File: src/rtl/spi_regbank.sv
// spi_regbank: serial slave giving a host write access to a bank of output words
// and read access to a bank of input words over a CEB-framed, MSB-first link.
// Frame layout (edge index n, counted from the first rising CLK with CEB low):
//   n=0 write flag, n=1 read flag, n=2..AW+1 address, n=AW+2..AW+sword+1 write data,
//   n=AW+sword+2..AW+2*sword+1 read window shifted out on DOUT.
module spi_regbank #(
  parameter int unsigned registers = 8,
  parameter int unsigned inputs    = 6,
  parameter int unsigned sword     = 8
) (
  input  logic                        CLK,
  input  logic                        RST,
  input  logic                        CEB,
  input  logic                        DATA,
  output logic                        DOUT,
  output logic [sword*registers-1:0]  R,
  input  logic [sword*inputs-1:0]     RD
);

  localparam int unsigned MaxWords = (registers > inputs) ? registers : inputs;
  localparam int unsigned AW       = ($clog2(MaxWords) < 1) ? 1 : $clog2(MaxWords);

  // Edge indices of the frame phases.
  localparam int unsigned AddrFirst = 2;
  localparam int unsigned AddrLast  = AW + 1;
  localparam int unsigned DataFirst = AW + 2;
  localparam int unsigned DataLast  = AW + sword + 1;
  localparam int unsigned ReadFirst = AW + sword + 2;
  localparam int unsigned ReadLast  = AW + 2 * sword + 1;
  // Counter parks here once the frame is complete until CEB rises.
  localparam int unsigned Sat       = ReadLast + 1;
  localparam int unsigned CW        = $clog2(Sat + 1);

  logic [CW-1:0]              cnt_q, cnt_d;
  logic                       w_q, w_d;
  logic                       rd_q, rd_d;
  logic [AW-1:0]              addr_q, addr_d;
  logic [sword-1:0]           data_q, data_d;
  logic [sword-1:0]           rsh_q, rsh_d;
  logic                       dout_q, dout_d;
  logic [sword*registers-1:0] r_q, r_d;

  // Phase decode of the current edge index.
  logic ph_w, ph_rd, ph_addr, ph_data, ph_commit, ph_rfirst, ph_rshift;

  always_comb begin
    ph_w      = (cnt_q == CW'(0));
    ph_rd     = (cnt_q == CW'(1));
    ph_addr   = (cnt_q >= CW'(AddrFirst)) && (cnt_q <= CW'(AddrLast));
    ph_data   = (cnt_q >= CW'(DataFirst)) && (cnt_q <= CW'(DataLast));
    ph_commit = (cnt_q == CW'(DataLast));
    ph_rfirst = (cnt_q == CW'(ReadFirst));
    ph_rshift = (cnt_q > CW'(ReadFirst)) && (cnt_q <= CW'(ReadLast));
  end

  // Shifted-in views of the address and data registers with the current DATA bit.
  logic [AW:0]      addr_ext;
  logic [sword:0]   data_ext;
  logic [sword-1:0] wdata;

  always_comb begin
    addr_ext = {addr_q, DATA};
    data_ext = {data_q, DATA};
    wdata    = data_ext[sword-1:0];
  end

  // Addressed input word; zero when reads are disabled or the address is out of range.
  logic [sword-1:0] rd_sel;

  always_comb begin
    rd_sel = '0;
    if (rd_q) begin
      for (int i = 0; i < int'(inputs); i++) begin
        if (int'(addr_q) == i) rd_sel = RD[sword*i +: sword];
      end
    end
  end

  // Next-state logic for the frame counter, captured fields, write commit and read shifter.
  always_comb begin
    cnt_d  = cnt_q;
    w_d    = w_q;
    rd_d   = rd_q;
    addr_d = addr_q;
    data_d = data_q;
    rsh_d  = rsh_q;
    dout_d = 1'b0;
    r_d    = r_q;

    if (CEB) begin
      // Idle or abort: drop all frame state, outputs other than DOUT hold.
      cnt_d  = '0;
      w_d    = 1'b0;
      rd_d   = 1'b0;
      addr_d = '0;
      data_d = '0;
      rsh_d  = '0;
    end else begin
      if (cnt_q != CW'(Sat)) cnt_d = cnt_q + CW'(1);

      if (ph_w)    w_d    = DATA;
      if (ph_rd)   rd_d   = DATA;
      if (ph_addr) addr_d = addr_ext[AW-1:0];
      if (ph_data) data_d = wdata;

      // Out-of-range addresses match no word, so they write nothing.
      if (ph_commit && w_q) begin
        for (int i = 0; i < int'(registers); i++) begin
          if (int'(addr_q) == i) r_d[sword*i +: sword] = wdata;
        end
      end

      if (ph_rfirst) begin
        dout_d = rd_sel[sword-1];
        rsh_d  = rd_sel << 1;
      end else if (ph_rshift) begin
        dout_d = rsh_q[sword-1];
        rsh_d  = rsh_q << 1;
      end
    end
  end

  // State registers, asynchronously cleared.
  always_ff @(posedge CLK or posedge RST) begin
    if (RST) begin
      cnt_q  <= '0;
      w_q    <= 1'b0;
      rd_q   <= 1'b0;
      addr_q <= '0;
      data_q <= '0;
      rsh_q  <= '0;
      dout_q <= 1'b0;
      r_q    <= '0;
    end else begin
      cnt_q  <= cnt_d;
      w_q    <= w_d;
      rd_q   <= rd_d;
      addr_q <= addr_d;
      data_q <= data_d;
      rsh_q  <= rsh_d;
      dout_q <= dout_d;
      r_q    <= r_d;
    end
  end

  assign DOUT = dout_q;
  assign R    = r_q;

endmodule

File: config.mk
export PLATFORM = sky130hd
export DESIGN_NAME = spi_regbank
export DESIGN_NICKNAME = d
export VERILOG_FILES = /design/src/rtl/spi_regbank.sv
export SDC_FILE = /design/constraint.sdc
export NUM_CORES = 1
export LEC_CHECK = 0
export CAP_MARGIN = 20
export CELL_PAD_IN_SITES_DETAIL_PLACEMENT = 0
export CELL_PAD_IN_SITES_GLOBAL_PLACEMENT = 1
export CORE_MARGIN = 2
export CORE_UTILIZATION = 34
export DETAILED_ROUTE_END_ITERATION = 12
export HOLD_SLACK_MARGIN = 0.15
export PLACE_DENSITY_LB_ADDON = 0.1
export SLEW_MARGIN = 0
export SYNTH_ARGS = -nofsm -noshare
export SYNTH_HDL_FRONTEND = slang
export SYNTH_SLANG_ARGS = --single-unit
File: constraint.sdc
create_clock -name CLK -period 2.68 [get_ports CLK]
set_input_delay 0.402 -clock CLK [delete_from_list [all_inputs] [get_ports CLK]]
set_output_delay 0.402 -clock CLK [all_outputs]
set_load 0.05 [all_outputs]
* Yosys cells after proc, flatten, opt, wreduce, memory -nomap -nowiden
Index checks and enable logic that the tools add are counted.
** Storage, ports and cells
- Flip-flop bits (word level) :: 90
- Logic and storage cells :: 77
- Input bits :: 52
- Output and inout port bits :: 65
** Operators by class
- Add/subtract/negate cells :: 1
- Order comparisons :: 6
- Mux-type cells :: 23
- Reductions and logical operators :: 20
- Equal/unequal tests :: 11
- Bitwise gates (word level) :: 1
** Operator list (count)
- $mux W8 :: 10
- $reduce_and A3 Y1 :: 8
- $mux W7 :: 2
- $eq A3 B3 Y1 const B :: 4
- $eq A5 B4 Y1 const B :: 2
- $mux W5 :: 2
- $reduce_bool A2 Y1 :: 5
- $mux W1 :: 7
- $eq A3 B2 Y1 const B :: 2
- $mux W3 :: 2
- $add A5 B1 Y5 const B :: 1
- $eq A5 B1 Y1 const B :: 1
- $ge A5 B2 Y1 const B :: 1
- $ge A5 B3 Y1 const B :: 1
- $gt A5 B4 Y1 const B :: 1
- $le A5 B3 Y1 const B :: 1
- $le A5 B4 Y1 const B :: 1
- $le A5 B5 Y1 const B :: 1
- $logic_not A5 Y1 :: 1
- $ne A5 B5 Y1 const B :: 1
- $logic_and A1 B1 Y1 :: 4
- $eq A3 B1 Y1 const B :: 1
- $logic_not A3 Y1 :: 1
- $reduce_bool A3 Y1 :: 1
- $not A1 Y1 :: 1

* Longest topological paths before layout
Gate-level depths: netlist of the first run.
- Word-level depth :: 10
- Mapped depth :: 7
- Gate-level depth less buffers :: 6

* Worst setup path after synthesis of the first run
Ideal clock, no wire load.
- Path type :: reg-to-reg
- Start point :: register cnt_q[0]
- End point :: register r_q[16] (netlist: R[16])
- Stages on the path, launching flop included :: 7
- Arrival time :: 1871 ps
- Setup time :: 125 ps
- Period minus slack after synthesis :: 1995 ps
- Setup slack :: 685 ps
- Cell sequence :: dfrtp_1 > buf_6 > nor4b_2 > and4_1 > buf_6 > nor4b_4 > mux2_2
** On the way
- Longest elaborated chain between the ends :: 3
** Ends and longest elaborated chain
- start, declared :: RTL line 34 : logic [CW-1:0] cnt_q, cnt_d;
- start signal, assigned :: RTL line 135 : cnt_q <= cnt_d;
- $eq A5 B4 Y1 :: RTL line 51 : ph_commit = (cnt_q == CW'(DataLast));
- $logic_and A1 B1 Y1 :: RTL line 107 : if (ph_commit && w_q) begin
- $reduce_and A3 Y1 (no source line)
- end signal, assigned :: RTL line 142 : r_q <= r_d;
- end, declared :: RTL line 41 : logic [sword*registers-1:0] r_q, r_d;
Every way passes these cells.
A chain may end at the register's enable or synchronous reset.

* Worst setup path in the final report of the first run
- Start point :: register cnt_q[0]
- End point :: register r_q[4] (netlist: R[4])
Same word-level chain as after synthesis.

==> results of run 1 <==
## final cells by class
| class | count | area share |
|---|---|---|
| clock inverter | 5 | 0.00676 |
| clock buffer | 11 | 0.0440 |
| multi-input combinational | 203 | 0.304 |
| tap | 147 | 0.0320 |
| sequential | 89 | 0.388 |
| timing repair buffer | 126 | 0.220 |
| inverter | 7 | 0.00523 |
## through the flow
stage | std cells | hold WS [ns]
detailed placement | 572 | 0.493
global placement | 572 | 0.489
floorplan | 321 | 0.488
CTS | 588 | 0.508
global route | 588 | 0.520
finish | 588 | 0.502
## power by group through the flow
| stage | sequential (mW) | clock [mW] | combinational [mW] |
|---|---|---|---|
| floorplan | 1.39 | 0 | 0.158 |
| global placement | 1.41 | 0 | 0.268 |
| detailed placement | 1.41 | 0 | 0.270 |
| CTS | 1.38 | 1.24 | 0.272 |
| global route | 1.39 | 1.30 | 0.296 |
| finish | 1.38 | 1.21 | 0.267 |
## synthesized netlist by cell type (all sizes together) (2+ instances only)
master,n,area share
nand3,5,0.0061
and2,2,0.0030
nand2b,3,0.0046
nor2,32,0.029
nand4,5,0.014
a21oi,2,0.0024
nand4b,3,0.0079
o21ai,9,0.011
a2bb2oi,5,0.011
clkbuf,10,0.0091
o221ai,6,0.013
o22ai,8,0.012
mux2,65,0.18
a211oi,3,0.0055
buf,12,0.016
nand2,5,0.0046
xnor2,2,0.0043
dfrtp,89,0.54
nor3b,3,0.0055
o211ai,2,0.0049
ha,4,0.012
inv,6,0.0055
mux2i,24,0.059
nor4b,2,0.0094
## worst max-delay path: stages (launching register included)
cell	delay [ns]
dfrtp_1	0.50
nor4b_2	0.36
and4_1	0.38
and3_1	0.48
mux2_2	0.38
## state kept, by name (all words and copies together), names as in the netlist
signal	flops
R	64
addr_q	3
cnt_q	5
w_q	1
rd_q	1
rsh_q	7
data_q	7
DOUT	1
## per-layer routing
layer	up-vias	part of all wire	track usage
met1	1448	0.45	0.216
met2	100	0.45	0.261
met5	-	0	0
li1	1390	-	-
met4	0	0.018	0.0675
met3	11	0.077	0.0478
## worst max-delay path by stage
| stage | startpoint | endpoint | slack, ns | cells past startpoint |
|---|---|---|---|---|
| final | cnt_q[0] | R[4] | 0.47 | 4 |
| after global routing | cnt_q[0] | R[36] | 0.38 | 5 |
| after CTS | cnt_q[0] | R[37] | 0.48 | 5 |
| after floorplan | cnt_q[0] | R[16] | 0.68 | 6 |
| after detailed placement | CEB | R[1] | 0.20 | 5 |
| after global placement | CEB | R[3] | 0.21 | 5 |
## cells by family (layout without fill, tap and decap cells)
| family | after synthesis | count (layout) |
|---|---|---|
| buffers and inverters | 29 | 149 |
| XOR/XNOR | 3 | 3 |
| flip-flops | 89 | 89 |
| multiplexers | 90 | 90 |
| adder cells (fa/ha/maj) | 4 | 4 |
| AND/OR/NAND/NOR | 66 | 66 |
| AO/OA/AOI/OAI | 40 | 40 |
==> results by group, run 1 <==
Yosys
  – Synth warn: 0
  – Mux share of post-synthesis cell area: 0.242
  – Net count after synthesis: 377
  – Adder-Cell Fraction of Synth Area: 0.0122
  – Synth Area in Simple Gates: 0.0945
  – Main synth FF type: dfrtp_1
  – Synthesized flop and latch total: 89
  – Post-synthesis compound-gate area fraction: 0.0704
  – Main combinational cell family by area after synthesis: multiplexers
  – Asr flop ratio synth: 1.00
  – Xor/xnor share of the synthesized area: 0.00640
  – Post-Synthesis Cells: 321
  – Post-synth EDFFs: 0
  – Yosys cell types: 44
  – Mapped cell area: 0.00410 mm2
  – Sequential share of the synthesized area: 0.543
  – Synth Area per Inst: 12.8 um2

Placed design
  – Place WS: 0.195 ns
  – GPL Wtd Cong: 0.760
  – PortBufs: 116
  – DP Wirelength: 7220 um
  – Placed cell area: 0.00545 mm2

Power and ir drop
  – Flop pwr share: 0.485
  – Clock power frac: 0.422
  – Max VDD drop: 0.000244 V
  – Leak: 2.63 nW
  – Int Power: 2.18 mW
  – Psw: 672 uW
  – Switching Share: 0.235
  – Pwr Density: 498 mW/mm2
  – Logic pwr share: 0.093
  – Tot Pwr: 2.86 mW

CTS
  – CTS H-tree lvls: 3
  – Worst-case clock buffer depth: 2
  – CTS tree: yes
  – Number of buffers created by CTS: 9
  – Hold buffer count at cts: 0
  – CTS-repair resized insts: 0
  – Post-CTS Setup Bufs: 0
  – Worst skew pair latency: 0.34 ns
  – Clk sinks: 89
  – Clk root buf: clkbuf_16
  – Worst-path clk slew: 0.06 ns

Global routing
  – Total Routing Usage GR: 0.166
  – Number of global-route vias before repair: 3045
  – First-pass GRT wire length: 16600 um
  – Grt ovf: 0
  – Pin count of the biggest net entering global routing: 90
  – Initial antenna violation count: 0

Route
  – DRT iter0 DRCs: 119
  – DR vias: 2949
  – Vias/cell: 5.02
  – DRT Pass-1 Iters: 4
  – Drt total wl: 10400 um
  – Detail Route Antenna Nets: 0
  – DRC: 0
  – WL per Instance: 17.7 um

Finish
  – Layout Utilization: 0.482
  – Most frequent cells in the layout: clkdlybuf4s50_1, dfrtp_1, mux2_2
  – Design area: 0.00574 mm2
  – Area of the multi-input gates: 0.00175 mm2
  – Register area: 0.00223 mm2
  – Area Overhead vs Synth: 39.9%
  – Share of cells above drive strength 1: 0.231
  – Commonest non-fill, non-tap cell in the layout: clkdlybuf4s50_1
  – Diodes inserted: 0
  – # fillers: 1098
  – Net count, final: 492

Critical path
  – Worst-path maximum fanout: 9
  – Critical Path RT: 2.90 ns
  – R2R cell count: 4
  – Worst R2R Start: cnt_q[0]
  – Critical path class: reg -> reg
  – Crit path arrival time: 2.43 ns
  – FF-to-FF End: R[4]
  – Setup crit end kind: register
  – Worst reg2reg setup slack: 0.47 ns
  – Crit path launch type: register

STA
  – Setup TNS: 0 ns
  – RSZ-0062 raised after global routing: false
  – Worst Setup Slack, final: 0.466 ns
  – Worst clock skew: 0.00806 ns
  – # setup viols final: 0
  – Worst-Margin Slew: 0.637 ns
  – Final hold vios: 0
  – Fin crit period: 2.21 ns
  – F_max: 452 MHz
  – Relative slew slack: 0.575
  – Max-slew violation count: 0
  – Final worst-path cycle share: 0.826

Floorplanning
  – Die Footprint: 0.0130 mm2
  – Die Span X: 114 um
  – FP Rows: 40
  – Die height: 114 um
  – Starting Density: 0.345
  – IO Count: 117
  – Core box area: 0.0119 mm2

Min path
  – Hold depth: 1
  – Hold WC Path Type: reg -> reg
  – Hold Path Origin: R[32]
  – Hold Path End: R[32]

Run
  – Max Cap Viol: 0

Status
  – Status: finished, final reports clean
Power figures use the tool's default switching activity.
==> run 2: changes to the inputs <==
--- a/config.mk
+++ b/config.mk
@@ -9,7 +9,7 @@
 export CELL_PAD_IN_SITES_DETAIL_PLACEMENT = 0
 export CELL_PAD_IN_SITES_GLOBAL_PLACEMENT = 1
 export CORE_MARGIN = 2
-export CORE_UTILIZATION = 34
+export CORE_UTILIZATION = 38
 export DETAILED_ROUTE_END_ITERATION = 12
 export HOLD_SLACK_MARGIN = 0.15
 export PLACE_DENSITY_LB_ADDON = 0.1
==> constraint.sdc (replaced) <==
create_clock -name CLK -period 2.1 [get_ports CLK]
set_input_delay 0.315 -clock CLK [delete_from_list [all_inputs] [get_ports CLK]]
set_output_delay 0.315 -clock CLK [all_outputs]
set_load 0.05 [all_outputs]
==> results by group, run 2 (synthesized netlist as in run 1, its figures left out) <==
Global routing
  – Pin count of the biggest net entering global routing: 30 (-67%)
  – Number of global-route vias before repair: 3000 (-1.5%)
  – First-pass GRT wire length: 16000 um (-3.3%)
  – Total Routing Usage GR: 0.179 (+0.0131)
  – Grt ovf: 0 (unchanged)
  – Initial antenna violation count: 0 (unchanged)

Route
  – WL per Instance: 17.1 um (-3.3%)
  – Vias/cell: 5.07 (+1.1%)
  – DR vias: 3007 (+2.0%)
  – DRT iter0 DRCs: 87 (-27%)
  – Detail Route Antenna Nets: 0 (unchanged)
  – Drt total wl: 10100 um (-2.5%)
  – DRT Pass-1 Iters: 4 (unchanged)
  – DRC: 0 (unchanged)

Critical path
  – CP Buf/Inv Count: 2 (+2)
  – CP cell instances: buf_4 > inv_1 > ha_1 > and4b_1 > nor2_1 > nand2_1 > a2bb2oi_1
  – Worst-path maximum fanout: 8 (-1)
  – R2R cell count: 7 (+3)
  – CP Launch Point: cnt_q[1]
  – FF-to-FF End: rsh_q[2]
  – Delay of the slowest critical-path stage: 0.37 ns (-0.13 ns)
  – Crit path arrival time: 2.17 ns (-0.26 ns)
  – Critical path class: reg -> reg
  – Crit path launch type: register
  – Worst R2R Start: cnt_q[1]
  – Critical Path RT: 2.32 ns (-0.58 ns)
  – Worst reg2reg setup slack: 0.15 ns (-0.31 ns)
  – CP max-delay cell: dfrtp_1
  – Family with the most delay on the worst path: simple AND/OR/NAND/NOR gates
  – Setup crit end kind: register

Floorplanning
  – FP Rows: 37 (-7.5%)
  – Die Footprint: 0.0116 mm2 (-10%)
  – Die height: 108 um (-5.2%)
  – Die Span X: 108 um (-5.2%)
  – Starting Density: 0.394 (+0.0495)
  – Core box area: 0.0104 mm2 (-13%)
  – IO Count: 117 (unchanged)

STA
  – Minimum hold slack: 0.339 ns (-0.163 ns)
  – Final hold vios: 0 (unchanged)
  – Worst clock skew: 0.0149 ns (+0.00686 ns)
  – Worst-Margin Slew: 0.599 ns (-0.0378 ns)
  – # setup viols final: 0 (unchanged)
  – F_max: 514 MHz (+14%)
  – Relative slew slack: 0.599 (+0.0239)
  – Fin crit period: 1.95 ns (-0.268 ns)
  – Final worst-path cycle share: 0.927 (+0.101)
  – RSZ-0062 raised after global routing: false
  – Max-slew violation count: 0 (unchanged)

Finish
  – Net count, final: 508 (+3.3%)
  – Share of cells above drive strength 1: 0.256 (+0.0247)
  – Fin cells: 593 (+0.85%)
  – Commonest non-fill, non-tap cell in the layout: clkdlybuf4s50_1
  – # fillers: 941 (-14%)
  – Most frequent cells in the layout: clkdlybuf4s50_1, dfrtp_1, mux2_2
  – Largest register FFs: 64 (unchanged)
  – Diodes inserted: 0 (unchanged)
  – Area Overhead vs Synth: 42.1%

CTS
  – Worst skew pair latency: 0.36 ns (+0.02 ns)
  – CTS tree: yes
  – CTS H-tree lvls: 3 (unchanged)
  – Clk sinks: 89 (unchanged)
  – Number of buffers created by CTS: 9 (unchanged)
  – Hold buffer count at cts: 0 (unchanged)
  – Worst-path clk slew: 0.10 ns (+0.04 ns)
  – CTS-repair resized insts: 0 (unchanged)
  – Clk root buf: clkbuf_8
  – Post-CTS Setup Bufs: 0 (unchanged)
  – Worst-case clock buffer depth: 2 (unchanged)

Power and ir drop
  – Pwr Density: 546 mW/mm2 (+9.7%)
  – Leak: 2.69 nW (+2.2%)
  – Max VDD drop: 0.000317 V (+30%)

Min path
  – Hold WC Path Type: in -> async

Run
  – Max Cap Viol: 0 (unchanged)

Placed design
  – PortBufs: 116 (unchanged)
  – DP Wirelength: 7330 um (+1.5%)
  – Placed Cells: 577 (+0.87%)
  – GPL Wtd Cong: 0.779 (+2.5%)

Status
  – Status: finished, final reports clean
[run 2: changes by cell type in the layout (fill, tap and decap cells not counted), sizes merged]
cell	change
buf	+16
clkinv	-3
clkinvlp	+2
inv	+2
clkbuf	-1
[run 2: per-stage QoR]
step | power (mW) | setup WS (ns) | setup TNS [ns] | area (um2) | util
floorplan | 1.98 | 0.105 | 0 | 4110 | -
global placement | 2.16 | -0.141 | -4.65 | 5660 | 0.543
detailed placement | 2.16 | -0.193 | -7.05 | 5660 | 0.543
CTS | 3.23 | 0.141 | 0 | 5830 | 0.560
global route | 3.33 | 0.00957 | 0 | 5830 | 0.560
finish | 3.18 | 0.154 | 0 | 5830 | 0.560
[run 2: report_power, final]
| group | switching (mW) | internal [mW] | leakage (nW) |
|---|---|---|---|
| sequential | 0.0144 | 1.73 | 1.23 |
| clock | 0.617 | 0.443 | 0.0799 |
| combinational | 0.179 | 0.199 | 1.38 |
| total | 0.811 | 2.37 | 2.69 |
[run 2: cell type report]
class,count,area [um2],area share
clock buffer,10,128,0.0219
clock inverter,6,48.8,0.00837
inverter,7,30.0,0.00515
multi-input combinational,203,1750,0.300
sequential,89,2230,0.382
tap,136,170,0.0292
timing repair buffer,142,1480,0.254
[run 2: worst max path at each step]
stage / cells after the start / slack [ns] / to
floorplan: 6 / 0.10 / R[16]
global placement: 7 / -0.14 / R[0]
detailed placement: 7 / -0.19 / R[4]
CTS: 6 / 0.14 / R[6]
global route: 8 / 0.01 / rsh_q[2]
finish: 7 / 0.15 / rsh_q[2]
[run 2: layer usage]
layer / GRT usage / vias up / part of all wire
met4: 0.0440 / 0 / 0.0085
met5: 0 / - / 0
li1: - / 1433 / -
met3: 0.0454 / 6 / 0.058
met1: 0.254 / 1487 / 0.48
met2: 0.278 / 81 / 0.45
==> run 3: changes to the inputs <==
--- a/config.mk
+++ b/config.mk
@@ -11,6 +11,7 @@
 export CORE_MARGIN = 2
 export CORE_UTILIZATION = 38
 export DETAILED_ROUTE_END_ITERATION = 12
+export GPL_TIMING_DRIVEN = 0
 export HOLD_SLACK_MARGIN = 0.15
 export PLACE_DENSITY_LB_ADDON = 0.1
 export SLEW_MARGIN = 0
==> results by group, run 3 (synthesized netlist as in run 1, its figures left out) <==
Status
  – Status: finished, final reports clean

Route
  – Vias/cell: 5.13 (+1.2%)
  – DR vias: 3053 (+1.5%)
  – DRC: 0 (unchanged)
  – Detail Route Antenna Nets: 0 (unchanged)
  – DRT Pass-1 Iters: 4 (unchanged)
  – Drt total wl: 10200 um (+0.44%)
  – WL per Instance: 17.1 um (+0.11%)
  – DRT iter0 DRCs: 116 (+33%)

Run
  – Max Cap Viol: 0 (unchanged)

Finish
  – Net count, final: 511 (+0.59%)
  – Most frequent cells in the layout: clkdlybuf4s50_1, dfrtp_1, mux2_2
  – Diodes inserted: 0 (unchanged)
  – Largest register FFs: 64 (unchanged)
  – Area Overhead vs Synth: 40.6%
  – Layout Utilization: 0.554 (-0.00601)
  – Commonest non-fill, non-tap cell in the layout: clkdlybuf4s50_1
  – Share of cells above drive strength 1: 0.237 (-0.0185)

Floorplanning
  – IO Count: 117 (unchanged)
  – Die Span X: 108 um (unchanged)
  – Die height: 108 um (unchanged)
  – Starting Density: 0.394 (unchanged)
  – FP Rows: 37 (unchanged)
  – Core box area: 0.0104 mm2 (unchanged)
  – Die Footprint: 0.0116 mm2 (unchanged)

STA
  – Minimum hold slack: 0.279 ns (-0.0598 ns)
  – Setup TNS: 0 ns (unchanged)
  – RSZ-0062 raised after global routing: true
  – # setup viols final: 0 (unchanged)
  – Fin crit period: 2.06 ns (+0.112 ns)
  – Worst clock skew: 0.0104 ns (-0.00449 ns)
  – Worst Setup Slack, final: 0.0420 ns (-0.112 ns)
  – Relative slew slack: 0.531 (-0.0688)
  – Final hold vios: 0 (unchanged)
  – F_max: 486 MHz (-5.4%)
  – Max-slew violation count: 0 (unchanged)
  – Final worst-path cycle share: 0.980 (+0.0533)
  – Worst-Margin Slew: 0.693 ns (+0.0941 ns)

CTS
  – Clk root buf: clkbuf_8
  – CTS H-tree lvls: 3 (unchanged)
  – Worst skew pair latency: 0.36 ns (about the same)
  – Number of buffers created by CTS: 9 (unchanged)
  – Clk sinks: 89 (unchanged)
  – Hold buffer count at cts: 0 (unchanged)
  – CTS tree: yes
  – Worst-path clk slew: 0.09 ns (about the same)
  – Worst-case clock buffer depth: 2 (unchanged)

Critical path
  – Crit path arrival time: 2.30 ns (+0.13 ns)
  – FF-to-FF End: R[35]
  – Worst-path maximum fanout: 8 (unchanged)
  – Critical path class: reg -> reg
  – Crit path launch type: register
  – Setup crit end kind: register
  – Worst R2R Start: cnt_q[0]
  – R2R cell count: 6 (-1)
  – Worst reg2reg setup slack: 0.04 ns (-0.11 ns)
  – Critical Path RT: 2.35 ns (+0.03 ns)

Placed design
  – DP Wirelength: 7360 um (+0.39%)
  – Place WS: -0.493 ns (-0.300 ns)
  – GPL Wtd Cong: 0.783 (+0.50%)
  – PortBufs: 116 (unchanged)

Global routing
  – Total Routing Usage GR: 0.182 (+0.00283)
  – GR Util met2: 0.291 (+0.0130)
  – First-pass GRT wire length: 16100 um (+0.77%)
  – Busiest grt layer: met2
  – Number of global-route vias before repair: 2997 (-0.10%)
  – Met3 Use GR: 0.0521 (+0.00666)
  – Met1 usage: 0.248 (-0.00567)
  – Grt ovf: 0 (unchanged)
  – Initial antenna violation count: 0 (unchanged)
  – Pin count of the biggest net entering global routing: 40 (+33%)

Power and ir drop
  – Max VDD drop: 0.000395 V (+25%)
  – Tot Pwr: 3.33 mW (+4.5%)
  – Pwr Density: 576 mW/mm2 (+5.6%)
  – Leak: 2.65 nW (-1.5%)

Min path
  – Hold WC Path Type: in -> async
[run 3: cell count changes in the layout (fill, tap and decap cells not counted), moves of 2 or more]
cell	delta
buf_1	+6
clkinv_4	+2
buf_4	-9
clkinvlp_4	-3
buf_6	+3
clkbuf_1	+8
buf_12	-8
[run 3: where the power goes]
group | switching, mW | internal [mW] | leakage [nW]
clock network | 0.639 | 0.565 | 0.102
logic | 0.182 | 0.192 | 1.31
registers | 0.0163 | 1.73 | 1.23
[run 3: repair_timing]
item / in CTS / in global routing
buffers inserted: 2 / 3
endpoints found under the hold margin: 0 / 0
gates resized for setup: 5 / 11
pin swaps: 0 / 3
setup endpoints to repair: 47 / 74
[run 3: final cells by class]
type                       instances  area [um2]
buffer                            22         111
clock inverter                     6        76.3
tap                              136         170
clock buffer                       9         124
timing repair buffer             123        1240
sequential                        89        2230
inverter                           7        30.0
fill                             932        4650
multi-input combinational        203        1790
[run 3: metrics by stage]
stage	instances	cell area, um2
floorplan	321	4110
global placement	573	5440
detailed placement	575	5480
CTS	592	5710
global route	595	5770
finish	595	5770
[run 3: worst max-delay path by stage]
| stage | slack (ns) | depth (start not counted) | start | to |
|---|---|---|---|---|
| finish | 0.04 | 6 | cnt_q[0] | R[35] |
| global route | -0.05 | 7 | cnt_q[0] | R[19] |
| CTS | 0.002 | 6 | cnt_q[0] | R[36] |
| detailed placement | -0.49 | 6 | CEB | R[18] |
| global placement | -0.47 | 6 | CEB | R[16] |
| floorplan | 0.10 | 6 | cnt_q[0] | R[16] |
[run 3: metal layers]
metal	wire length [um]	part of all wire
met4	82	0.0081
met3	706	0.069
met5	0	0
met2	4660	0.46
met1	4730	0.46
[run 3: worst max-delay path, stage by stage (launching register included)]
cell and delay, ns:
dfrtp_1 0.41, buf_6 0.14, nor4b_4 0.26, and4_1 0.24, buf_6 0.14, nand4_2 0.35
mux2_2 0.41
